$ cat config.mk
export PLATFORM = sky130hd
export DESIGN_NAME = dac_cmd_sequencer
export DESIGN_NICKNAME = d
export VERILOG_FILES = /design/src/rtl/dac_cfg_pkg.sv /design/src/rtl/dac_cmd_fifo.sv /design/src/rtl/dac_cmd_sequencer.sv
export SDC_FILE = /design/constraint.sdc
export NUM_CORES = 1
export LEC_CHECK = 0
export CORE_ASPECT_RATIO = 1.2
export CORE_MARGIN = 5
export CORE_UTILIZATION = 58
export DETAILED_ROUTE_END_ITERATION = 7
export PLACE_DENSITY = 0.87
export SYNTH_ARGS = -nofsm -noshare
export SYNTH_HDL_FRONTEND = slang
export SYNTH_SLANG_ARGS = --single-unit
$ cat constraint.sdc
create_clock -name clk -period 9.4 [get_ports clk]
set_input_delay 1.41 -clock clk [delete_from_list [all_inputs] [get_ports clk]]
set_output_delay 1.41 -clock clk [all_outputs]
set_load 0.03 [all_outputs]
$ cat src/rtl/dac_cfg_pkg.sv
// Shared definitions for the DAC command sequencer: FSM encoding, command
// word field positions and default timing parameters.
package dac_cfg_pkg;

    typedef enum logic [2:0] {
        ST_INIT,
        ST_IDLE,
        ST_ISSUE,
        ST_WAIT_RSP,
        ST_GAP
    } seq_state_e;

    localparam int DEF_TIMEOUT_CYCLES = 16384;
    localparam int DEF_GAP_CYCLES     = 16;

    // One FIFO entry carries the host address above the command word
    localparam int CMD_ENTRY_W = 64;

    // DAC command word layout; the [31:28] command nibble is not used by the DAC
    localparam int CMD_NIB_MSB  = 31;
    localparam int CMD_NIB_LSB  = 28;
    localparam int REG_ADDR_MSB = 19;
    localparam int REG_ADDR_LSB = 16;
    localparam int REG_VAL_MSB  = 15;
    localparam int REG_VAL_LSB  = 4;

    function automatic logic [3:0] dac_reg_addr(input logic [31:0] cmd);
        return cmd[REG_ADDR_MSB:REG_ADDR_LSB];
    endfunction

    function automatic logic [11:0] dac_reg_val(input logic [31:0] cmd);
        return cmd[REG_VAL_MSB:REG_VAL_LSB];
    endfunction

endpackage

$ cat src/rtl/dac_cmd_fifo.sv
// First-word-fall-through command FIFO; head always shows the oldest entry
// while level is non-zero.
module dac_cmd_fifo
    import dac_cfg_pkg::*;
#(
    parameter int WIDTH   = CMD_ENTRY_W,
    parameter int DEPTH   = 8,
    parameter int LEVEL_W = 7
) (
    input  logic               clk,
    input  logic               rst,
    input  logic               push,
    input  logic [WIDTH-1:0]   push_data,
    input  logic               pop,
    output logic [WIDTH-1:0]   head,
    output logic [LEVEL_W-1:0] level
);

    localparam int PTR_W = (DEPTH > 1) ? $clog2(DEPTH) : 1;

    logic [WIDTH-1:0] mem [DEPTH];
    logic [PTR_W-1:0] wr_ptr;
    logic [PTR_W-1:0] rd_ptr;
    logic             do_push;
    logic             do_pop;

    // A push into a full FIFO is still legal when the head leaves in the same cycle
    assign do_pop  = pop && (level != '0);
    assign do_push = push && ((level != LEVEL_W'(DEPTH)) || do_pop);
    assign head    = mem[rd_ptr];

    always_ff @(posedge clk or posedge rst) begin
        if (rst) begin
            wr_ptr <= '0;
            rd_ptr <= '0;
            level  <= '0;
        end else begin
            if (do_push)
                wr_ptr <= wr_ptr + PTR_W'(1);
            if (do_pop)
                rd_ptr <= rd_ptr + PTR_W'(1);
            level <= level + LEVEL_W'(do_push) - LEVEL_W'(do_pop);
        end
    end

    always_ff @(posedge clk) begin
        if (do_push)
            mem[wr_ptr] <= push_data;
    end

endmodule

$ cat src/rtl/dac_cmd_sequencer.sv
// Buffers host DAC command writes and forwards them one at a time to the DAC
// configuration block, pacing issues on response, timeout and a SYNC gap.
module dac_cmd_sequencer
    import dac_cfg_pkg::*;
#(
    parameter logic [31:0] CONFIG_BASE_ADDR = 32'h0010,
    parameter int          FIFO_DEPTH       = 8,
    parameter int          TIMEOUT_CYCLES   = DEF_TIMEOUT_CYCLES,
    parameter int          GAP_CYCLES       = DEF_GAP_CYCLES
) (
    input  logic        clk,
    input  logic        rst,
    input  logic        host_wr_valid,
    input  logic [31:0] host_wr_addr,
    input  logic [31:0] host_wr_data,
    output logic        host_wr_ready,
    input  logic        dac_done,
    output logic        cfg_valid,
    output logic [31:0] cfg_addr,
    output logic [31:0] cfg_data,
    input  logic        cfg_rsp_valid,
    input  logic [31:0] cfg_rsp_data,
    output logic [31:0] last_rsp,
    output logic [6:0]  fifo_level,
    output logic        busy,
    output logic        timeout_err,
    output logic        overflow_err,
    input  logic        err_clr
);

    localparam int TMO_W = $clog2(TIMEOUT_CYCLES + 1);
    localparam int GAP_W = $clog2(GAP_CYCLES + 1);
    localparam logic [TMO_W-1:0] TMO_LAST = TMO_W'(TIMEOUT_CYCLES - 1);
    localparam logic [TMO_W-1:0] TMO_MAX  = TMO_W'(TIMEOUT_CYCLES);
    localparam logic [GAP_W-1:0] GAP_LAST = GAP_W'(GAP_CYCLES - 1);
    localparam logic [GAP_W-1:0] GAP_MAX  = GAP_W'(GAP_CYCLES);
    localparam logic [6:0]       DEPTH_L  = 7'(FIFO_DEPTH);

    seq_state_e       state;
    logic [TMO_W-1:0] tmo_cnt;
    logic [GAP_W-1:0] gap_cnt;
    logic [63:0]      head;
    logic [6:0]       level_next;
    logic             accept;
    logic             full;
    logic             push;
    logic             pop;
    logic             overflow_evt;
    logic             timeout_evt;

    assign accept       = host_wr_valid && (host_wr_addr[6:4] == CONFIG_BASE_ADDR[6:4]);
    assign full         = (fifo_level == DEPTH_L);
    assign pop          = (state == ST_IDLE) && (fifo_level != 7'd0);
    assign push         = accept && (!full || pop);
    assign overflow_evt = accept && full && !pop;
    assign timeout_evt  = (state == ST_WAIT_RSP) && !cfg_rsp_valid && (tmo_cnt == TMO_LAST);
    assign level_next   = fifo_level + 7'(push) - 7'(pop);
    assign busy         = (fifo_level != 7'd0) || (state == ST_ISSUE) ||
                          (state == ST_WAIT_RSP) || (state == ST_GAP);

    dac_cmd_fifo #(
        .WIDTH   (CMD_ENTRY_W),
        .DEPTH   (FIFO_DEPTH),
        .LEVEL_W (7)
    ) u_fifo (
        .clk       (clk),
        .rst       (rst),
        .push      (push),
        .push_data ({host_wr_addr, host_wr_data}),
        .pop       (pop),
        .head      (head),
        .level     (fifo_level)
    );

    always_ff @(posedge clk or posedge rst) begin
        if (rst) begin
            state     <= ST_INIT;
            cfg_valid <= 1'b0;
            cfg_addr  <= '0;
            cfg_data  <= '0;
            last_rsp  <= '0;
            tmo_cnt   <= '0;
            gap_cnt   <= '0;
        end else begin
            case (state)
                ST_INIT: begin
                    if (dac_done)
                        state <= ST_IDLE;
                end
                ST_IDLE: begin
                    if (pop) begin
                        cfg_addr  <= head[63:32];
                        cfg_data  <= head[31:0];
                        cfg_valid <= 1'b1;
                        state     <= ST_ISSUE;
                    end
                end
                ST_ISSUE: begin
                    cfg_valid <= 1'b0;
                    tmo_cnt   <= '0;
                    state     <= ST_WAIT_RSP;
                end
                ST_WAIT_RSP: begin
                    // A response arriving on the last allowed cycle still counts as a response
                    if (cfg_rsp_valid) begin
                        last_rsp <= cfg_rsp_data;
                        gap_cnt  <= '0;
                        state    <= ST_GAP;
                    end else if (timeout_evt) begin
                        gap_cnt <= '0;
                        state   <= ST_GAP;
                    end else if (tmo_cnt != TMO_MAX) begin
                        tmo_cnt <= tmo_cnt + TMO_W'(1);
                    end
                end
                ST_GAP: begin
                    if (gap_cnt == GAP_LAST)
                        state <= ST_IDLE;
                    else if (gap_cnt != GAP_MAX)
                        gap_cnt <= gap_cnt + GAP_W'(1);
                end
                default: state <= ST_INIT;
            endcase
        end
    end

    // Sticky errors: a fresh event outranks a simultaneous clear
    always_ff @(posedge clk or posedge rst) begin
        if (rst) begin
            timeout_err   <= 1'b0;
            overflow_err  <= 1'b0;
            host_wr_ready <= 1'b1;
        end else begin
            if (timeout_evt)
                timeout_err <= 1'b1;
            else if (err_clr)
                timeout_err <= 1'b0;
            if (overflow_evt)
                overflow_err <= 1'b1;
            else if (err_clr)
                overflow_err <= 1'b0;
            host_wr_ready <= (level_next != DEPTH_L);
        end
    end

endmodule

==> results of run 1 <==
report_power, final:
part	leakage [nW]	internal [W]	switching, W	total, W
sequential	6.20	0.00341	0.000384	0.00380
combinational	3.07	0.00138	0.00156	0.00294
clock	0.917	0.00134	0.00100	0.00235
kinds of logic (layout without fill, tap and decap cells):
| family | Yosys count | after routing | share of synthesized area [%] |
|---|---|---|---|
| AO/OA/AOI/OAI | 118 | 118 | 2.811 |
| XOR/XNOR | 12 | 12 | 0.4172 |
| adder cells (fa/ha/maj) | 22 | 22 | 1.152 |
| buffers and inverters | 95 | 360 | 1.644 |
| flip-flops | 648 | 648 | 74.55 |
| multiplexers | 235 | 235 | 15.87 |
| other | 0 | 6 | 0 |
| AND/OR/NAND/NOR | 179 | 179 | 3.552 |
Yosys cell counts (all sizes together) (2+ instances only):
| library cell | count |
|---|---|
| a21o | 3 |
| a21oi | 73 |
| a31oi | 2 |
| a41oi | 2 |
| and2 | 2 |
| and2b | 2 |
| and3 | 4 |
| and4 | 2 |
| buf | 31 |
| clkbuf | 36 |
| dfrtp | 135 |
| edfxtp | 512 |
| fa | 2 |
| ha | 20 |
| inv | 28 |
| mux2 | 36 |
| mux2i | 71 |
| mux4 | 128 |
| nand2 | 35 |
| nand2b | 6 |
| nand3 | 11 |
| nand4 | 5 |
| nand4b | 5 |
| nor2 | 73 |
| nor3 | 12 |
| nor3b | 5 |
| nor4 | 3 |
| nor4b | 3 |
| nor4bb | 4 |
| o211ai | 8 |
| o21a | 3 |
| o21ai | 11 |
| o22ai | 3 |
| o311ai | 3 |
| o31ai | 2 |
| o32ai | 2 |
| or3 | 3 |
| xnor2 | 6 |
| xor2 | 6 |
area by class of cell:
cell class	count	area (um2)	area share (%)
flip-flops and latches	648	18790	63.11
multi-input cells	566	6066	20.37
repair buffers	225	2212	7.430
clock buffers	74	1530	5.139
well taps	552	690.7	2.320
clock inverters	33	360.3	1.210
inverters	28	110.1	0.3698
diodes	6	15.01	0.05043
state kept, by name (all words and copies together), names as in the netlist:
| name | count |
|---|---|
| cfg_addr | 32 |
| cfg_data | 32 |
| cfg_valid | 1 |
| gap_cnt | 5 |
| host_wr_ready | 1 |
| last_rsp | 32 |
| overflow_err | 1 |
| state | 3 |
| timeout_err | 1 |
| tmo_cnt | 15 |
| u_fifo.level | 7 |
| u_fifo.mem | 512 |
| u_fifo.rd_ptr | 3 |
| u_fifo.wr_ptr | 3 |
metrics by stage:
step	cell area, um2	setup slack (ns)
6_report	29770	4.776
2_1_floorplan	25200	0.3565
3_3_place_gp	27870	4.332
3_5_place_dp	27870	4.212
4_1_cts	29760	4.833
5_1_grt	29770	4.625
worst register-to-register path: stages, from the launching register on:
cell,delay [ns]
dfrtp_1,0.91
nand2b_1,0.31
nor3_1,0.26
o21a_1,0.35
nand2_1,0.25
nor2_4,0.55
buf_4,0.77
per-layer routing:
metal,up-vias,track usage (%)
met2,534,39.93
li1,5636,-
met1,6717,28.39
met3,90,4.377
met4,10,6.615
met5,-,0
how the worst max path moves through the flow:
stage | start | end | cells after the start
floorplan | host_wr_addr[5] | u_fifo.mem[1][0] | 4
global placement | host_wr_addr[4] | u_fifo.mem[7][54] | 6
detailed placement | host_wr_addr[4] | u_fifo.mem[7][43] | 6
CTS | host_wr_addr[5] | u_fifo.mem[7][54] | 6
global route | host_wr_addr[5] | u_fifo.mem[7][55] | 6
finish | host_wr_addr[5] | u_fifo.mem[7][39] | 6
==> flow_summary.yaml, run 1 <==
cts:
  post_cts_resized: 0
  cts_tree: "built"
  post-cts-setup-buffer-count: 0
  cts_buffer_depth: 3
  cts.clk_slew.worst_paths_ns: 0.06
  cts_buffers: 57
  htreeDepth: 2
  insertion_delay_ns: 0.59
  ctsHoldBuffers: 0
  cts.sinks: 648
  cts-root-buf: "clkbuf_16"
global_routing:
  grt_pass1_vias: 13750
  grt-ovfl-total: 0
  grt_usage_pct: 22.39
  grt_pass1_wl_um: 82530
  grt_max_degree: 85
  antenna_found_initial: 10
yosys:
  synth_edf_count: 512
  ys.flop_type: "edfxtp_1"
  synthTopCellsByArea: "edfxtp_1 (61%), dfrtp_1 (13%), mux4_2 (11%)"
  syn-instance-count: 1309
  synth_top_area_share_pct: 61.03
  async_reset_ff_share_pct: 20.99
  ys_types: 58
  yosysWarningCount: 0
  synth_area_leader_cell: "edfxtp_1"
  synth.avg_cell_area_um2: 19.24
  synth_area_mm2: 0.02519
  synth-seq-area-share_pct: 74.55
  synth_fp_nets: 1433
  synth.ff_latch_count: 648
critical_path:
  critPathMaxFanout: 50
  cp.required_ns: 9.60
  path_delay_family: "simple AND/OR/NAND/NOR gates"
  start_kind: "input pin"
  rr_endpoint: "u_fifo.mem[7][39]"
  slowest_delay_ns: 0.79
  crit_type: "input pin to flip-flop"
  worst_r2r_path_depth: 6
  arrival_ns: 4.83
  worst-path-buf-inv: 2
  path_cells: "clkdlybuf4s50_1, nor4bb_1, o21a_1, nand2_1, nor2_4, buf_4"
  crit_path_top_delay_cell: "nor4bb_1"
  r2r_start: "state[0]"
  rrSetupSlack_ns: 5.58
  end_kind: "flip-flop"
job:
  drv_cap: 0
sta:
  worst_pin_slew_ns: 1.084
  period_needed_ns: 4.624
  fmax_mhz: 216.2
  relSlewSlack_pct: 27.72
  report.final.slew_viol_count: 0
  rsz0062_at_grt: "false"
  fin_setup_tns_ns: 0
  finalSetupViolCount: 0
  hold_viol_final: 0
  timing.hold.ws_ns: 0.5044
  fin_crit_sh_pct: 49.19
  finClkSkew_ns: 0.02227
run_status:
  status: "completed"
drt:
  ant_nets: 0
  post_drt_wl_per_cell_um: 24.96
  first_pass_iters: 6
  dr.first_iter.drc_count: 948
  wl_met2_um: 28370
  top_layer: "met5"
  num_vias: 12990
  wl_met1_um: 19870
  drt-total-wl_um: 53220
  vias_per_cell: 6.091
  dr_wl_met3_um: 3679
  drc_errors: 0
power_and_ir_drop:
  p_leak_nw: 10.19
  power_w: 0.009089
  ir_worst_vdd_v: 0.0001730
  power_density_mw_per_mm2: 305.3
placed_design:
  gp_congestion: 0.8093
  dp.cells: 2019
  hpwlAfterDp_um: 29380
  io_buffers: 209
finish:
  drive_gt1_share_pct: 18.04
  area_delta_synth_final_pct: 18.20
  layout.cells.non_filler: 2132
  fin_nets: 1650
  fill_cells: 2543
  utilization_pct: 69.42
  mostFrequentLayoutCell: "edfxtp_1"
  layout_common_cells: "edfxtp_1 (512), clkdlybuf4s50_1 (209), dfrtp_1 (132)"
floorplanning:
  dieArea_mm2: 0.04772
  io_pins: 210
  coreArea_mm2: 0.04289
  initial_core_util_pct: 58.73
  fp-row-count: 83
  die_w_um: 200.2
  dieHeight_um: 238.3
min_path:
  worstHoldPathCells: 1
  hp-class: "flip-flop to flip-flop"
  whs_endpoint: "last_rsp[31]"
  min_from: "last_rsp[31]"
Power figures use the tool's default switching activity.
==> run 2: changes to the inputs <==
==> constraint.sdc (replaced) <==
create_clock -name clk -period 4.7 [get_ports clk]
set_input_delay 0.705 -clock clk [delete_from_list [all_inputs] [get_ports clk]]
set_output_delay 0.705 -clock clk [all_outputs]
set_load 0.03 [all_outputs]
==> run 2 against run 1 <==
Against the previous run: first-iteration DRC count grew 30%; non-clock buffer count up 9; flip-flop and latch count is the same; cell count is 0.61% higher; routed wire length up 6.9%; critical path type is now flip-flop to flip-flop; largest cell class unchanged.
==> flow_summary.yaml, run 2 (same netlist as run 1, synthesis figures left out) <==
global_routing:
  grt_pass1_wl_um: 86820
  antenna_found_initial: 7
  grt-ovfl-total: 0
  grt_max_degree: 104
  grt_usage_pct: 23.89
  grt_pass1_vias: 13980
sta:
  fmax_mhz: 263.9
  hold_viol_final: 0
  timing.hold.ws_ns: 0.5045
  finalWorstSetupSlack_ns: 0.9108
  finalSetupViolCount: 0
  report.final.slew_viol_count: 0
  period_needed_ns: 3.789
  fin_crit_sh_pct: 80.62
  finClkSkew_ns: 0.01676
  worst_pin_slew_ns: 1.121
  relSlewSlack_pct: 25.26
  rsz0062_at_grt: "false"
job:
  drv_cap: 0
placed_design:
  dp_worst_setup_slack_ns: 0.9987
  gp_congestion: 0.7840
  hpwlAfterDp_um: 31290
  io_buffers: 209
  postPlaceCellArea_mm2: 0.02806
drt:
  num_vias: 13240
  vias_per_cell: 6.174
  drc_errors: 0
  ant_nets: 0
  drt-total-wl_um: 56900
  first_pass_iters: 5
  dr.first_iter.drc_count: 1231
  post_drt_wl_per_cell_um: 26.53
cts:
  htreeDepth: 2
  cts-root-buf: "clkbuf_16"
  cts.sinks: 648
  cts_tree: "built"
  cts_buffers: 59
  post_cts_resized: 0
  post-cts-setup-buffer-count: 0
  cts.clk_slew.worst_paths_ns: 0.06
  insertion_delay_ns: 0.61
  ctsHoldBuffers: 0
  cts_buffer_depth: 3
finish:
  fill_cells: 2509
  layout_common_cells: "edfxtp_1 (512), clkdlybuf4s50_1 (209), dfrtp_1 (132)"
  largest_register_ffs: 512
  mostFrequentLayoutCell: "edfxtp_1"
  fin_nets: 1661
  regMostFlops: "u_fifo.mem"
  post-route-cell-area_mm2: 0.03011
  area_delta_synth_final_pct: 19.52
  drive_gt1_share_pct: 18.58
power_and_ir_drop:
  power_w: 0.01865
  p_leak_nw: 10.34
  power_density_mw_per_mm2: 619.4
  ir_worst_vdd_v: 0.0003736
critical_path:
  arrival_ns: 4.30
  start_kind: "flip-flop"
  critPathMaxFanout: 4
  crit_type: "flip-flop to flip-flop"
  cp.required_ns: 5.21
  end_kind: "flip-flop"
floorplanning:
  die_w_um: 200.2
  io_pins: 210
  dieHeight_um: 238.3
  fp-row-count: 83
  coreArea_mm2: 0.04289
  dieArea_mm2: 0.04772
  initial_core_util_pct: 58.73
run_status:
  status: "completed"
min_path:
  hp-class: "flip-flop to flip-flop"
-- run 2: cell count changes in the layout (fill, tap and decap cells not counted), moves of 2 or more --
cell	before	now
clkinvlp_2	2	0
clkbuf_16	57	60
bufinv_16	7	10
buf_12	0	9
clkbuf_1	13	17
-- run 2: per-layer routing --
layer	up-vias	wire (um)	track usage (%)
met2	627	29930	42.01
met3	124	4076	4.812
met5	-	41	0
li1	5653	-	-
met4	6	2010	8.431
met1	6833	20850	30.12
-- run 2: final cells by class --
class	instances	area, um2	share of cell area (%)
tap	552	690.7	2.294
clock inverter	32	432.9	1.438
timing repair buffer	234	2392	7.946
sequential	648	18790	62.41
antenna	5	12.51	0.04156
clock buffer	80	1607	5.336
multi-input combinational	566	6072	20.17
inverter	28	110.1	0.3657
-- run 2: per-stage QoR --
step | cells | util (%) | setup TNS [ns]
3_3_place_gp | 2028 | 65.41 | 0
3_5_place_dp | 2028 | 65.41 | 0
5_1_grt | 2143 | 70.19 | 0
4_1_cts | 2140 | 70.17 | 0
2_1_floorplan | 1309 | - | -660.91
6_report | 2145 | 70.20 | 0
-- run 2: critical path, cell delays in order (launching register included) --
cell and delay, ns:
dfrtp_1 0.43, inv_1 0.11, ha_1 0.16, nor4b_1 0.60, and2_1 0.35, nor3_1 0.10, ha_1 0.28, inv_1 0.06
ha_1 0.16, inv_1 0.06, fa_1 0.42, xnor2_1 0.13, a2111oi_0 0.37, o311ai_0 0.22, nor3_1 0.17, nand3b_1 0.10
-- run 2: final timing paths --
| check | startpoint | to | slack, ns | cells past startpoint |
|---|---|---|---|---|
| worst min-delay path | last_rsp[6] | last_rsp[6] | 0.50 | 1 |
| min in group asynchronous | rst | last_rsp[9] | 0.59 | 2 |
| worst min register to register | last_rsp[6] | last_rsp[6] | 0.50 | 1 |
| worst max register to register | u_fifo.level[5] | host_wr_ready | 0.91 | 15 |
| worst max-delay path | u_fifo.level[5] | host_wr_ready | 0.91 | 15 |
| max in group asynchronous | rst | host_wr_ready | 3.10 | 3 |
-- run 2: power breakdown --
group	switching, W	leakage (nW)	internal [W]
Sequential	0.000758	6.20	0.00683
Combinational	0.00324	3.15	0.00281
Clock	0.00206	0.989	0.00295
